==> src/rtl/cordic_iter_sequencer_if.sv <==
// cordic_iter_sequencer_if: request/strobe bundle between the CORDIC sequencer and its requester/datapath.
interface cordic_iter_sequencer_if #(parameter int IDX_W = 5);
  logic start, dp_ready, z_sign, angle_gt_half_pi, angle_lt_neg_half_pi;
  logic busy, load_signal, fold_signal, fold_dir, iter_en, rot_dir, scale_signal, done;
  logic [IDX_W-1:0] iter_idx;
  modport master (
    output start, dp_ready, z_sign, angle_gt_half_pi, angle_lt_neg_half_pi,
    input  busy, load_signal, fold_signal, fold_dir, iter_en, iter_idx, rot_dir, scale_signal, done
  );
  modport slave (
    input  start, dp_ready, z_sign, angle_gt_half_pi, angle_lt_neg_half_pi,
    output busy, load_signal, fold_signal, fold_dir, iter_en, iter_idx, rot_dir, scale_signal, done
  );
endinterface

==> src/rtl/cordic_iter_sequencer.sv <==
// cordic_iter_sequencer: drives load, optional quadrant fold, ITER micro-rotations and K scaling.
// Define CORDIC_SEQ_QUAD_FOLD_EN to include the FOLD state (convergence over +/-pi).
module cordic_iter_sequencer #(
  parameter int ITER  = 16,
  parameter int IDX_W = 5
) (
  input logic clk,
  input logic start_restart_n,
  cordic_iter_sequencer_if.slave bus
);
  typedef enum logic [2:0] {S_IDLE, S_LOAD, S_FOLD, S_ITER, S_SCALE, S_DONE} state_t;
  localparam logic [IDX_W-1:0] LAST = IDX_W'(ITER - 1);
  state_t state_q, state_d;
  logic [IDX_W-1:0] idx_q, idx_d;
  logic busy_q, busy_d, load_q, load_d, fold_q, fold_d, dir_q, dir_d, done_q, done_d;
  always_comb begin
    state_d = state_q;
    idx_d   = idx_q;
    case (state_q)
      S_IDLE:  if (bus.start) state_d = S_LOAD;
`ifdef CORDIC_SEQ_QUAD_FOLD_EN
      S_LOAD:  state_d = S_FOLD;
`else
      S_LOAD:  state_d = S_ITER;
`endif
      S_FOLD:  state_d = S_ITER;
      S_ITER:  if (bus.dp_ready) begin
        if (idx_q == LAST) state_d = S_SCALE;
        else idx_d = idx_q + 1'b1;
      end
      S_SCALE: if (bus.dp_ready) state_d = S_DONE;
      S_DONE:  begin
        state_d = S_IDLE;
        idx_d   = '0;
      end
      default: state_d = S_IDLE;
    endcase
    busy_d = state_d inside {S_LOAD, S_FOLD, S_ITER, S_SCALE};
    load_d = state_d == S_LOAD;
    done_d = state_d == S_DONE;
`ifdef CORDIC_SEQ_QUAD_FOLD_EN
    // comparators are sampled during LOAD so the fold strobe is a registered output of FOLD
    fold_d = state_d == S_FOLD && (bus.angle_gt_half_pi || bus.angle_lt_neg_half_pi);
    dir_d  = state_d == S_FOLD && !bus.angle_gt_half_pi && bus.angle_lt_neg_half_pi;
`else
    fold_d = 1'b0;
    dir_d  = 1'b0;
`endif
  end
`ifndef CORDIC_SEQ_QUAD_FOLD_EN
  logic unused_cmp;
  assign unused_cmp = bus.angle_gt_half_pi ^ bus.angle_lt_neg_half_pi;
`endif
  always_ff @(posedge clk or negedge start_restart_n) begin
    if (!start_restart_n) begin
      state_q <= S_IDLE;
      idx_q   <= '0;
      busy_q  <= 1'b0;
      load_q  <= 1'b0;
      fold_q  <= 1'b0;
      dir_q   <= 1'b0;
      done_q  <= 1'b0;
    end else begin
      state_q <= state_d;
      idx_q   <= idx_d;
      busy_q  <= busy_d;
      load_q  <= load_d;
      fold_q  <= fold_d;
      dir_q   <= dir_d;
      done_q  <= done_d;
    end
  end
  // step strobes follow dp_ready within the cycle so a stall suppresses them immediately
  assign bus.iter_en      = state_q == S_ITER && bus.dp_ready;
  assign bus.scale_signal = state_q == S_SCALE && bus.dp_ready;
  assign bus.rot_dir      = state_q == S_ITER && !bus.z_sign;
  assign bus.iter_idx     = idx_q;
  assign bus.busy         = busy_q;
  assign bus.load_signal  = load_q;
  assign bus.fold_signal  = fold_q;
  assign bus.fold_dir     = dir_q;
  assign bus.done         = done_q;
endmodule

==> src/flat_wrapper.sv <==
// flat-port wrapper written by rule: the top's interface ports become plain ports
module cordic_iter_sequencer_flat 
#(
  parameter int ITER  = 16,
  parameter int IDX_W = 5
)
  (clk, start_restart_n, bus_start, bus_dp_ready, bus_z_sign, bus_angle_gt_half_pi, bus_angle_lt_neg_half_pi, bus_busy, bus_load_signal, bus_fold_signal, bus_fold_dir, bus_iter_en, bus_iter_idx, bus_rot_dir, bus_scale_signal, bus_done);
  cordic_iter_sequencer_if #(.IDX_W(IDX_W)) bus_i ();
  input logic clk;
  input logic start_restart_n;
  input wire logic [$bits(bus_i.start)-1:0] bus_start;
  input wire logic [$bits(bus_i.dp_ready)-1:0] bus_dp_ready;
  input wire logic [$bits(bus_i.z_sign)-1:0] bus_z_sign;
  input wire logic [$bits(bus_i.angle_gt_half_pi)-1:0] bus_angle_gt_half_pi;
  input wire logic [$bits(bus_i.angle_lt_neg_half_pi)-1:0] bus_angle_lt_neg_half_pi;
  output wire logic [$bits(bus_i.busy)-1:0] bus_busy;
  output wire logic [$bits(bus_i.load_signal)-1:0] bus_load_signal;
  output wire logic [$bits(bus_i.fold_signal)-1:0] bus_fold_signal;
  output wire logic [$bits(bus_i.fold_dir)-1:0] bus_fold_dir;
  output wire logic [$bits(bus_i.iter_en)-1:0] bus_iter_en;
  output wire logic [$bits(bus_i.iter_idx)-1:0] bus_iter_idx;
  output wire logic [$bits(bus_i.rot_dir)-1:0] bus_rot_dir;
  output wire logic [$bits(bus_i.scale_signal)-1:0] bus_scale_signal;
  output wire logic [$bits(bus_i.done)-1:0] bus_done;
  assign bus_i.start = bus_start;
  assign bus_i.dp_ready = bus_dp_ready;
  assign bus_i.z_sign = bus_z_sign;
  assign bus_i.angle_gt_half_pi = bus_angle_gt_half_pi;
  assign bus_i.angle_lt_neg_half_pi = bus_angle_lt_neg_half_pi;
  assign bus_busy = bus_i.busy;
  assign bus_load_signal = bus_i.load_signal;
  assign bus_fold_signal = bus_i.fold_signal;
  assign bus_fold_dir = bus_i.fold_dir;
  assign bus_iter_en = bus_i.iter_en;
  assign bus_iter_idx = bus_i.iter_idx;
  assign bus_rot_dir = bus_i.rot_dir;
  assign bus_scale_signal = bus_i.scale_signal;
  assign bus_done = bus_i.done;
  cordic_iter_sequencer #(.ITER(ITER), .IDX_W(IDX_W)) u_core (.clk(clk), .start_restart_n(start_restart_n), .bus(bus_i));
endmodule
==> config.mk <==
export PLATFORM = sky130hd
export DESIGN_NAME = cordic_iter_sequencer_flat
export DESIGN_NICKNAME = d
export VERILOG_FILES = /design/src/rtl/cordic_iter_sequencer_if.sv /design/src/rtl/cordic_iter_sequencer.sv /design/src/flat_wrapper.sv
export SDC_FILE = /design/constraint.sdc
export NUM_CORES = 1
export LEC_CHECK = 0
export BUFFER_PORTS_ARGS = -buffer_cell sky130_fd_sc_hd__buf_2
export CAP_MARGIN = 10
export CORE_MARGIN = 2
export CORE_UTILIZATION = 47
export DETAILED_ROUTE_END_ITERATION = 6
export GPL_TIMING_DRIVEN = 1
export PLACE_DENSITY_LB_ADDON = 0.2
export SLEW_MARGIN = 20
export SYNTH_ARGS = -nofsm -noshare
export SYNTH_HDL_FRONTEND = slang
export SYNTH_SLANG_ARGS = --single-unit
==> constraint.sdc <==
create_clock -name clk -period 2.1 [get_ports clk]
set_clock_uncertainty 0.15 [all_clocks]
set_input_delay 0.21 -clock clk [delete_from_list [all_inputs] [get_ports clk]]
set_output_delay 0.21 -clock clk [all_outputs]
set_load 0.01 [all_outputs]
==> impl_metrics.tcl, run 1 <==
set metrics [dict create \
    status "complete, no violations" \
    grt_pass1_vias 346 \
    drt-total-wl_um 914 \
    h-tree-depth 1 \
    cts_made_buffers 3 \
    post-cts-setup-buffers 0 \
    synth_area_leaders "dfrtp_1 (44%), mux2i_1 (6.5%), buf_4 (4.8%)" \
    grt_pass1_wl_um 1490 \
    peakVddDrop_mv 0.642 \
    design_area_um2 713 \
    place_hpwl_um 688 \
    drv_cap 0 \
    worst_slack_ns 0.304 \
    ctsResizeCount 0 \
    antenna_found_initial 0 \
    setup_viol 0 \
    swShare 0.364 \
    ys_types 27 \
    min_period_ns 1.80 \
    dieArea_mm2 0.00163 \
    synth-warning-count 0 \
    avgRoutedWirePerCell_um 10.6 \
    place_area_um2 677 \
    leakagePower_nw 0.340 \
    drive_above_1_share 0.324 \
    synth_area_um2 621 \
    track_usage 0.147 \
    crit_path_max_fanout 5 \
    setup_tns_ns 0 \
    fmax_mhz 557 \
    cts_tree "built" \
    synth_top_area_cell "dfrtp_1" \
    seq_power_share 0.459 \
    comb_power_share 0.360 \
    drtPass1Iterations 2 \
    ys_seq_area_frac 0.444 \
    ant_nets 0 \
    async_reset_ff_frac 1.00 \
    required_ns 2.09 \
    ctsHoldBuffers 1 \
    grt_max_degree 13 \
    synth_most_common_cell "dfrtp_1" \
    total_power_w 0.000747 \
    hold_viol 0 \
    synthToLayoutAreaGrowth_pct 14.9 \
    clk_path_buf_depth 2 \
    finalCritPeriodShare 0.855 \
    rsz0062_at_grt "false" \
    p_sw_w 0.000272 \
    core_area_mm2 0.00127 \
    synth_commonest_cells "dfrtp_1 (11), buf_4 (4), mux2i_1 (4), nand2_1 (4), nand2b_1 (4)" \
    slew_violations 0 \
    antenna_cells 0 \
    routabilityCongestion 0.724 \
    cts-root-buf "clkbuf_4" \
    num_io_pins 20 \
    cts_num_sinks 11 \
    ys_seq_elements 11 \
    drtIter0Drc 12 \
    powerDensity_mw_per_mm2 1050 \
    die_y_um 40.3 \
    drc 0 \
    synthCells 55 \
    worstSkewPairLatency_ns 0.26 \
    synth_ff_type "dfrtp_1" \
    num_vias 432 \
    dp_slack_ns 0.311 \
    intPower_w 0.000475 \
    end_kind "flip-flop" \
    synth_top_area_share 0.444 \
    port-buffer-count 15 \
    crit_path_start_kind "flip-flop" \
    via_per_inst 5.02 \
    overflow 0 \
    cp_data_arrival_time_ns 1.79 \
    clkTransAtPathRegs_ns 0.06 \
    floorplan.die.width_um 40.3 \
    fp-row-count 13 \
    final_nets 81 \
    critPathKind "reg -> reg" \
    clock_power_share 0.181 \
    postSynthAreaPerCell_um2 11.3 \
    start_util 0.489 \
    hold_class "in -> reg" \
    final_util 0.562 \
    synth_edf_count 0 \
]
per-stage QoR:
stage | instances | hold slack (ns)
after floorplan | 56 | -0.236
after global placement | 81 | -0.0581
after detailed placement | 81 | -0.0620
after CTS | 86 | 0.0706
after global routing | 86 | 0.0702
final | 86 | 0.0794
cell families after synthesis:
| logic type | Yosys count | share of synthesized area |
|---|---|---|
| AND/OR/NAND/NOR | 22 | 0.268 |
| adder cells (fa/ha/maj) | 2 | 0.0403 |
| multiplexers | 4 | 0.0645 |
| buffers and inverters | 8 | 0.0847 |
| AO/OA/AOI/OAI | 7 | 0.0927 |
| flip-flops | 11 | 0.444 |
| other | 1 | 0.00604 |
power groups by stage:
stage | sequential (W) | clock [W] | combinational, W
floorplan | 0.000347 | 0 | 0.000189
global placement | 0.000343 | 0 | 0.000268
detailed placement | 0.000345 | 0 | 0.000271
CTS | 0.000341 | 0.000143 | 0.000273
global route | 0.000354 | 0.000156 | 0.000307
finish | 0.000343 | 0.000135 | 0.000269
final cells by class:
cell class              count  area, um2
flip-flops and latches     11        275
fillers                   127        556
well taps                  15       18.8
multi-input cells          37        297
clock buffers               4       26.3
repair buffers             16       85.1
inverters                   3       11.3
worst paths after layout:
| path | startpoint | endpoint | slack, ns | cells past startpoint |
|---|---|---|---|---|
| max in group asynchronous | start_restart_n | u_core.bus.iter_idx[0]$_DFFE_PN0P_ | 1.41 | 2 |
| worst max register to register | u_core.bus.iter_idx[0]$_DFFE_PN0P_ | u_core.bus.iter_idx[2]$_DFFE_PN0P_ | 0.30 | 6 |
| worst min register to register | u_core.bus.iter_idx[3]$_DFFE_PN0P_ | u_core.bus.iter_idx[3]$_DFFE_PN0P_ | 0.36 | 1 |
| min in group asynchronous | start_restart_n | u_core.bus.load_signal$_DFF_PN0_ | 0.19 | 2 |
| worst max-delay path | u_core.bus.iter_idx[0]$_DFFE_PN0P_ | u_core.bus.iter_idx[2]$_DFFE_PN0P_ | 0.30 | 6 |
| worst min-delay path | bus_start | u_core.bus.load_signal$_DFF_PN0_ | 0.08 | 2 |
state kept, by name (all words and copies together), names as in the netlist:
name                    cells
u_core.state_q              3
u_core.bus.busy             1
u_core.bus.load_signal      1
u_core.bus.iter_idx         5
u_core.bus.done             1
layer usage:
metal / track usage / up-vias / wire length (um)
met3: 0.100 / 0 / 67
met2: 0.194 / 10 / 400
met5: 0 / - / 0
met4: 0.0250 / 0 / 0
li1: - / 224 / -
met1: 0.197 / 198 / 446
worst max-delay path: stages (launching register included):
cell	delay [ns]
dfrtp_1	0.42
ha_1	0.22
and3_1	0.19
ha_1	0.26
nand2b_1	0.19
o211ai_1	0.15
o31ai_1	0.09
layout by cell type (no fill, tap or decap):
cell type	netlist	final
a21oi_1	1	1
a221oi_2	1	1
a41oi_1	1	1
and3_1	1	1
buf_2	0	15
clkbuf_1	0	1
clkbuf_4	0	3
conb_1	1	2
dfrtp_1	11	11
dlygate4sd3_1	0	1
ha_1	2	2
inv_1	3	3
mux2i_1	4	4
nand2_1	4	4
nand2b_1	4	4
nand3_1	2	2
nand3b_1	1	1
nand4b_4	1	1
nor2_4	1	1
nor3_2	1	1
nor3b_1	3	3
nor4_2	1	1
nor4b_1	1	1
o211ai_1	1	1
o21bai_1	1	1
o22ai_1	1	1
o31ai_1	1	1
or2b_1	1	1
or3_1	1	1
Power figures use the tool's default switching activity.
==> run 2: changes to the inputs <==
--- a/config.mk
+++ b/config.mk
@@ -5,11 +5,12 @@
 export SDC_FILE = /design/constraint.sdc
 export NUM_CORES = 1
 export LEC_CHECK = 0
+export ABC_AREA = 1
 export BUFFER_PORTS_ARGS = -buffer_cell sky130_fd_sc_hd__buf_2
 export CAP_MARGIN = 10
-export CORE_MARGIN = 2
-export CORE_UTILIZATION = 47
+export CORE_AREA = 2 2 39 41
 export DETAILED_ROUTE_END_ITERATION = 6
+export DIE_AREA = 0 0 41 43
 export GPL_TIMING_DRIVEN = 1
 export PLACE_DENSITY_LB_ADDON = 0.2
 export SLEW_MARGIN = 20
==> impl_metrics.tcl, run 2 <==
set metrics [dict create \
    fmax_mhz 557 \
    dieArea_mm2 0.00176 \
    drc 0 \
    ys_seq_elements 11 \
    overflow 0 \
    dp_slack_ns 0.304 \
    worstSkewPairLatency_ns 0.26 \
    ant_nets 0 \
    ff2ff_path_depth 6 \
    grt_pass1_vias 410 \
    cp_cell_sequence "ha_1 > and3_1 > ha_1 > nand3b_2 > nand3_1 > nand2_1" \
    ys_types 19 \
    max_stage_delay_ns 0.44 \
    synth_top_area_cell "dfrtp_1" \
    end_kind "flip-flop" \
    r2r_start "u_core.bus.iter_idx[0]$_DFFE_PN0P_" \
    h-tree-depth 1 \
    synth-warning-count 0 \
    final_util 0.506 \
    crit_path_start_kind "flip-flop" \
    synthCells 72 \
    grt_max_degree 12 \
    ff_latch_area_um2 275 \
    cts-root-buf "clkbuf_4" \
    powerDensity_mw_per_mm2 985 \
    fp-row-count 14 \
    layout_commonest_cell "nand2_1" \
    multi_input_area_um2 244 \
    track_usage 0.147 \
    clkTransAtPathRegs_ns 0.07 \
    min_from "bus_start" \
    async_reset_ff_frac 1.00 \
    peakVddDrop_mv 0.563 \
    start_util 0.419 \
    synthToLayoutAreaGrowth_pct 21.0 \
    drv_cap 0 \
    final_nets 101 \
    ys_seq_area_frac 0.475 \
    synth_area_um2 579 \
    cp_data_arrival_time_ns 1.80 \
    min_period_ns 1.80 \
    grt_pass1_wl_um 1690 \
    cts_made_buffers 3 \
    hold_viol 0 \
    largest_reg_flops 5 \
    drtPass1Iterations 4 \
    leakagePower_nw 0.427 \
    ctsResizeCount 0 \
    antenna_found_initial 0 \
    crit_top_cell "ha_1" \
    floorplan.die.width_um 41 \
    worst_slack_ns 0.304 \
    die_y_um 43 \
    cts_num_sinks 11 \
    hold_class "in -> reg" \
    setup_viol 0 \
    synth_most_common_cell "nand2_1" \
    crit_path_max_fanout 6 \
    drive_above_1_share 0.264 \
    port-buffer-count 15 \
    status "complete, no violations" \
    timing.rr.end "u_core.bus.iter_idx[2]$_DFFE_PN0P_" \
    synth_area_leaders "dfrtp_1 (48%), nand2_1 (12%), nand3_1 (8.6%)" \
    num_vias 511 \
    worstHoldPathCells 3 \
    place_area_um2 663 \
    num_io_pins 20 \
    routabilityCongestion 0.793 \
    synth_ff_type "dfrtp_1" \
    setup_tns_ns 0 \
    via_per_inst 4.78 \
    design_area_um2 701 \
    drt-total-wl_um 1100 \
    avgRoutedWirePerCell_um 10.3 \
    critPathKind "reg -> reg" \
    place_hpwl_um 872 \
    fill_cells 149 \
    r2r_slack_ns 0.30 \
    hold_path_end "u_core.bus.load_signal$_DFF_PN0_" \
    antenna_cells 0 \
    required_ns 2.10 \
    rsz0062_at_grt "false" \
    finalCritPeriodShare 0.855 \
    postSynthAreaPerCell_um2 8.05 \
    synth_top_area_share 0.475 \
    core_area_mm2 0.00138 \
    clk_path_buf_depth 2 \
    synth_commonest_cells "nand2_1 (19), inv_1 (12), dfrtp_1 (11)" \
    cts_tree "built" \
    worst_path_max_delay_cell "dfrtp_1" \
    slew_violations 0 \
    drtIter0Drc 8 \
    final_cell_mix "nand2_1 (19), buf_2 (15), inv_1 (12), dfrtp_1 (11), nand3_1 (10)" \
    synth_edf_count 0 \
]
run 2: cell count changes in the layout (fill, tap and decap cells not counted), moves of 2 or more:
cell,change
nand2b_1,-4
mux2i_1,-4
nor2_1,+2
nand4_1,+2
nor2_2,+2
nand3_1,+8
nand2_1,+15
nor3b_1,-3
inv_1,+9
run 2: worst max-delay path, delay by kind of cell (launching register included):
kind / cells / cell delay (ns)
fa+ha+maj: 2 / 0.47
simple gates: 4 / 0.63
flops: 1 / 0.44
run 2: logic make-up (layout without fill, tap and decap cells):
logic type | after synthesis | after routing | share of synthesized area
buffers and inverters | 15 | 33 | 0.110
flip-flops | 11 | 11 | 0.475
AND/OR/NAND/NOR | 40 | 40 | 0.328
adder cells (fa/ha/maj) | 2 | 2 | 0.0432
other | 1 | 2 | 0.00647
XOR/XNOR | 1 | 1 | 0.0151
AO/OA/AOI/OAI | 2 | 2 | 0.0216
run 2: area by class of cell:
class,count,share of cell area
Sequential cell,11,0.393
Multi-Input combinational cell,47,0.348
Timing Repair Buffer,16,0.121
Inverter,13,0.0696
Clock buffer,3,0.0321
Tap cell,16,0.0286
Clock inverter,1,0.00714
run 2: per-layer routing:
metal	share of wire	wire length, um	vias up	global-route usage
li1	-	-	263	-
met1	0.42	459	236	0.166
met2	0.54	590	12	0.231
met3	0.042	46	0	0.0628
met4	0	0	0	0.0600
met5	0	0	-	0
run 2: what timing repair did:
item,4_1_cts,5_1_grt
hold buffers,1,0
endpoints found under the hold margin,11,0
setup buffers,0,0
run 2: how the worst max path moves through the flow:
stage / startpoint / end / slack [ns] / depth (start not counted)
after CTS: u_core.bus.iter_idx[0]$_DFFE_PN0P_ / u_core.bus.iter_idx[2]$_DFFE_PN0P_ / 0.29 / 6
after global placement: u_core.bus.iter_idx[0]$_DFFE_PN0P_ / u_core.bus.iter_idx[3]$_DFFE_PN0P_ / 0.34 / 6
after detailed placement: u_core.bus.iter_idx[0]$_DFFE_PN0P_ / u_core.bus.iter_idx[2]$_DFFE_PN0P_ / 0.30 / 6
final: u_core.bus.iter_idx[0]$_DFFE_PN0P_ / u_core.bus.iter_idx[2]$_DFFE_PN0P_ / 0.30 / 6
after global routing: u_core.bus.iter_idx[0]$_DFFE_PN0P_ / u_core.bus.iter_idx[2]$_DFFE_PN0P_ / 0.16 / 6
after floorplan: u_core.bus.iter_idx[0]$_DFFE_PN0P_ / u_core.bus.iter_idx[3]$_DFFE_PN0P_ / 0.42 / 6
run 2: metrics by stage:
step | total power (W) | cells | hold slack [ns]
floorplan | 0.000466 | 73 | -0.236
global placement | 0.000544 | 102 | -0.0605
detailed placement | 0.000554 | 102 | -0.0568
CTS | 0.000701 | 107 | 0.0768
global route | 0.000758 | 107 | 0.0950
finish | 0.000690 | 107 | 0.0795
run 2: power breakdown:
part / switching (W) / internal [W]
clock: 0.0000724 / 0.0000703
combinational: 0.000126 / 0.000101
sequential: 0.0000597 / 0.000260
==> run 3: changes to the inputs <==
--- a/config.mk
+++ b/config.mk
@@ -13,6 +13,8 @@
 export DIE_AREA = 0 0 41 43
 export GPL_TIMING_DRIVEN = 1
 export PLACE_DENSITY_LB_ADDON = 0.2
+export REMOVE_ABC_BUFFERS = 1
+export SKIP_CTS_REPAIR_TIMING = 1
 export SLEW_MARGIN = 20
 export SYNTH_ARGS = -nofsm -noshare
 export SYNTH_HDL_FRONTEND = slang
==> constraint.sdc (replaced) <==
create_clock -name clk -period 1.92 [get_ports clk]
set_clock_uncertainty 0.15 [all_clocks]
set_input_delay 0.192 -clock clk [delete_from_list [all_inputs] [get_ports clk]]
set_output_delay 0.192 -clock clk [all_outputs]
set_load 0.01 [all_outputs]
==> impl_metrics.tcl, run 3 (synthesis gave the netlist of run 2 again) <==
set metrics [dict create \
    dieArea_mm2 0.00176 \
    final_nets 101 \
    cp_data_arrival_time_ns 1.77 \
    drc 0 \
    worst-path-stages 6 \
    port-buffer-count 15 \
    worst_path_max_delay_cell "dfrtp_1" \
    max_stage_delay_ns 0.44 \
    clock_power_share 0.209 \
    ant_nets 0 \
    grt_max_degree 12 \
    avgRoutedWirePerCell_um 10.1 \
    min_from "bus_start" \
    slew_violations 0 \
    place_hpwl_um 843 \
    peakVddDrop_mv 0.720 \
    drive_above_1_share 0.253 \
    critPathLaunch "u_core.bus.iter_idx[0]$_DFFE_PN0P_" \
    worstHoldPathCells 3 \
    design_area_um2 699 \
    crit_path_start_kind "flip-flop" \
    drtPass1Iterations 4 \
    required_ns 1.93 \
    fmax_mhz 571 \
    clk_path_buf_depth 2 \
    crit_top_cell "ha_1" \
    setup_viol 0 \
    swShare 0.370 \
    r2r_slack_ns 0.17 \
    timing.rr.end "u_core.bus.iter_idx[2]$_DFFE_PN0P_" \
    floorplan.die.width_um 41 \
    seq_power_share 0.464 \
    core_area_mm2 0.00138 \
    ff2ff_path_depth 6 \
    layout_commonest_cell "nand2_1" \
    leakagePower_nw 0.424 \
    finalCritPeriodShare 0.912 \
    dp_slack_ns 0.157 \
    h-tree-depth 1 \
    cts_tree "built" \
    num_io_pins 20 \
    drtIter0Drc 2 \
    hold_slack_ns 0.0620 \
    crit_path_max_fanout 6 \
    critPathKind "reg -> reg" \
    powerDensity_mw_per_mm2 1080 \
    min_period_ns 1.75 \
    cts_num_sinks 11 \
    hold_viol 0 \
    routabilityCongestion 0.784 \
    end_kind "flip-flop" \
    hold_class "in -> reg" \
    final_util 0.505 \
    worstSkewPairLatency_ns 0.27 \
    cp_cell_sequence "ha_1 > and3_1 > ha_1 > nand3b_2 > nand3_1 > nand2_1" \
    grt_pass1_vias 450 \
    crit_family "simple AND/OR/NAND/NOR gates" \
    drt-total-wl_um 1080 \
    r2r_start "u_core.bus.iter_idx[0]$_DFFE_PN0P_" \
    setup_tns_ns 0 \
    crit_buf_inv 0 \
    drv_cap 0 \
    clkTransAtPathRegs_ns 0.07 \
    grt_pass1_wl_um 1800 \
    fp-row-count 14 \
    place_area_um2 663 \
    start_util 0.419 \
    synthToLayoutAreaGrowth_pct 20.7 \
    setup.worst_path.end "u_core.bus.iter_idx[2]$_DFFE_PN0P_" \
    intPower_w 0.000475 \
    overflow 0 \
    p_sw_w 0.000279 \
    comb_power_share 0.327 \
    fill_cells 143 \
    status "complete, no violations" \
    num_vias 503 \
    track_usage 0.154 \
    cts-root-buf "clkbuf_4" \
    rsz0062_at_grt "false" \
    via_per_inst 4.70 \
    worst_slack_ns 0.168 \
    die_y_um 43 \
    antenna_cells 0 \
    largest_reg_flops 5 \
    antenna_found_initial 0 \
    cts_made_buffers 3 \
    final_cell_mix "nand2_1 (19), buf_2 (15), inv_1 (12), dfrtp_1 (11), nand3_1 (10)" \
]
## run 3: worst reg2reg max path: cells and delay by family (launching register included)
kind / cells / cell delay [ns]
flip-flops: 1 / 0.44
AND/OR/NAND/NOR: 4 / 0.61
adder cells (fa/ha/maj): 2 / 0.45
## run 3: cell type report
type,instances,area [um2],share of cell area
clock buffers,4,26.3,0.0376
inverters,13,48.8,0.0698
multi-input cells,47,244,0.349
flip-flops and latches,11,275,0.394
well taps,16,20.0,0.0286
repair buffers,16,85.1,0.122
## run 3: per-layer routing
metal	global-route usage	routed length, um	vias up
li1	-	-	262
met3	0.0785	57	2
met1	0.184	462	228
met2	0.228	552	11
met5	0	0	-
met4	0.0600	8	0
## run 3: metrics by stage
stage,std cells,total power (W)
after floorplan,71,0.000507
after global placement,102,0.000594
after detailed placement,102,0.000606
after CTS,106,0.000764
after global routing,107,0.000823
final,107,0.000753
## run 3: power groups by stage
stage	Clock (W)	Sequential [W]	Combinational, W
after floorplan	0	0.000368	0.000139
after global placement	0	0.000352	0.000242
after detailed placement	0	0.000356	0.000249
after CTS	0.000162	0.000351	0.000250
after global routing	0.000170	0.000361	0.000292
final	0.000158	0.000350	0.000246
## run 3: worst min-delay path by stage
| stage | end | slack (ns) |
|---|---|---|
| global route | u_core.bus.load_signal$_DFF_PN0_ | 0.07 |
| CTS | u_core.bus.iter_idx[1]$_DFFE_PN0P_ | -0.37 |
| detailed placement | u_core.bus.done$_DFF_PN0_ | -0.08 |
| global placement | u_core.bus.done$_DFF_PN0_ | -0.08 |
| floorplan | u_core.bus.busy$_DFF_PN0_ | -0.25 |
| finish | u_core.bus.load_signal$_DFF_PN0_ | 0.06 |
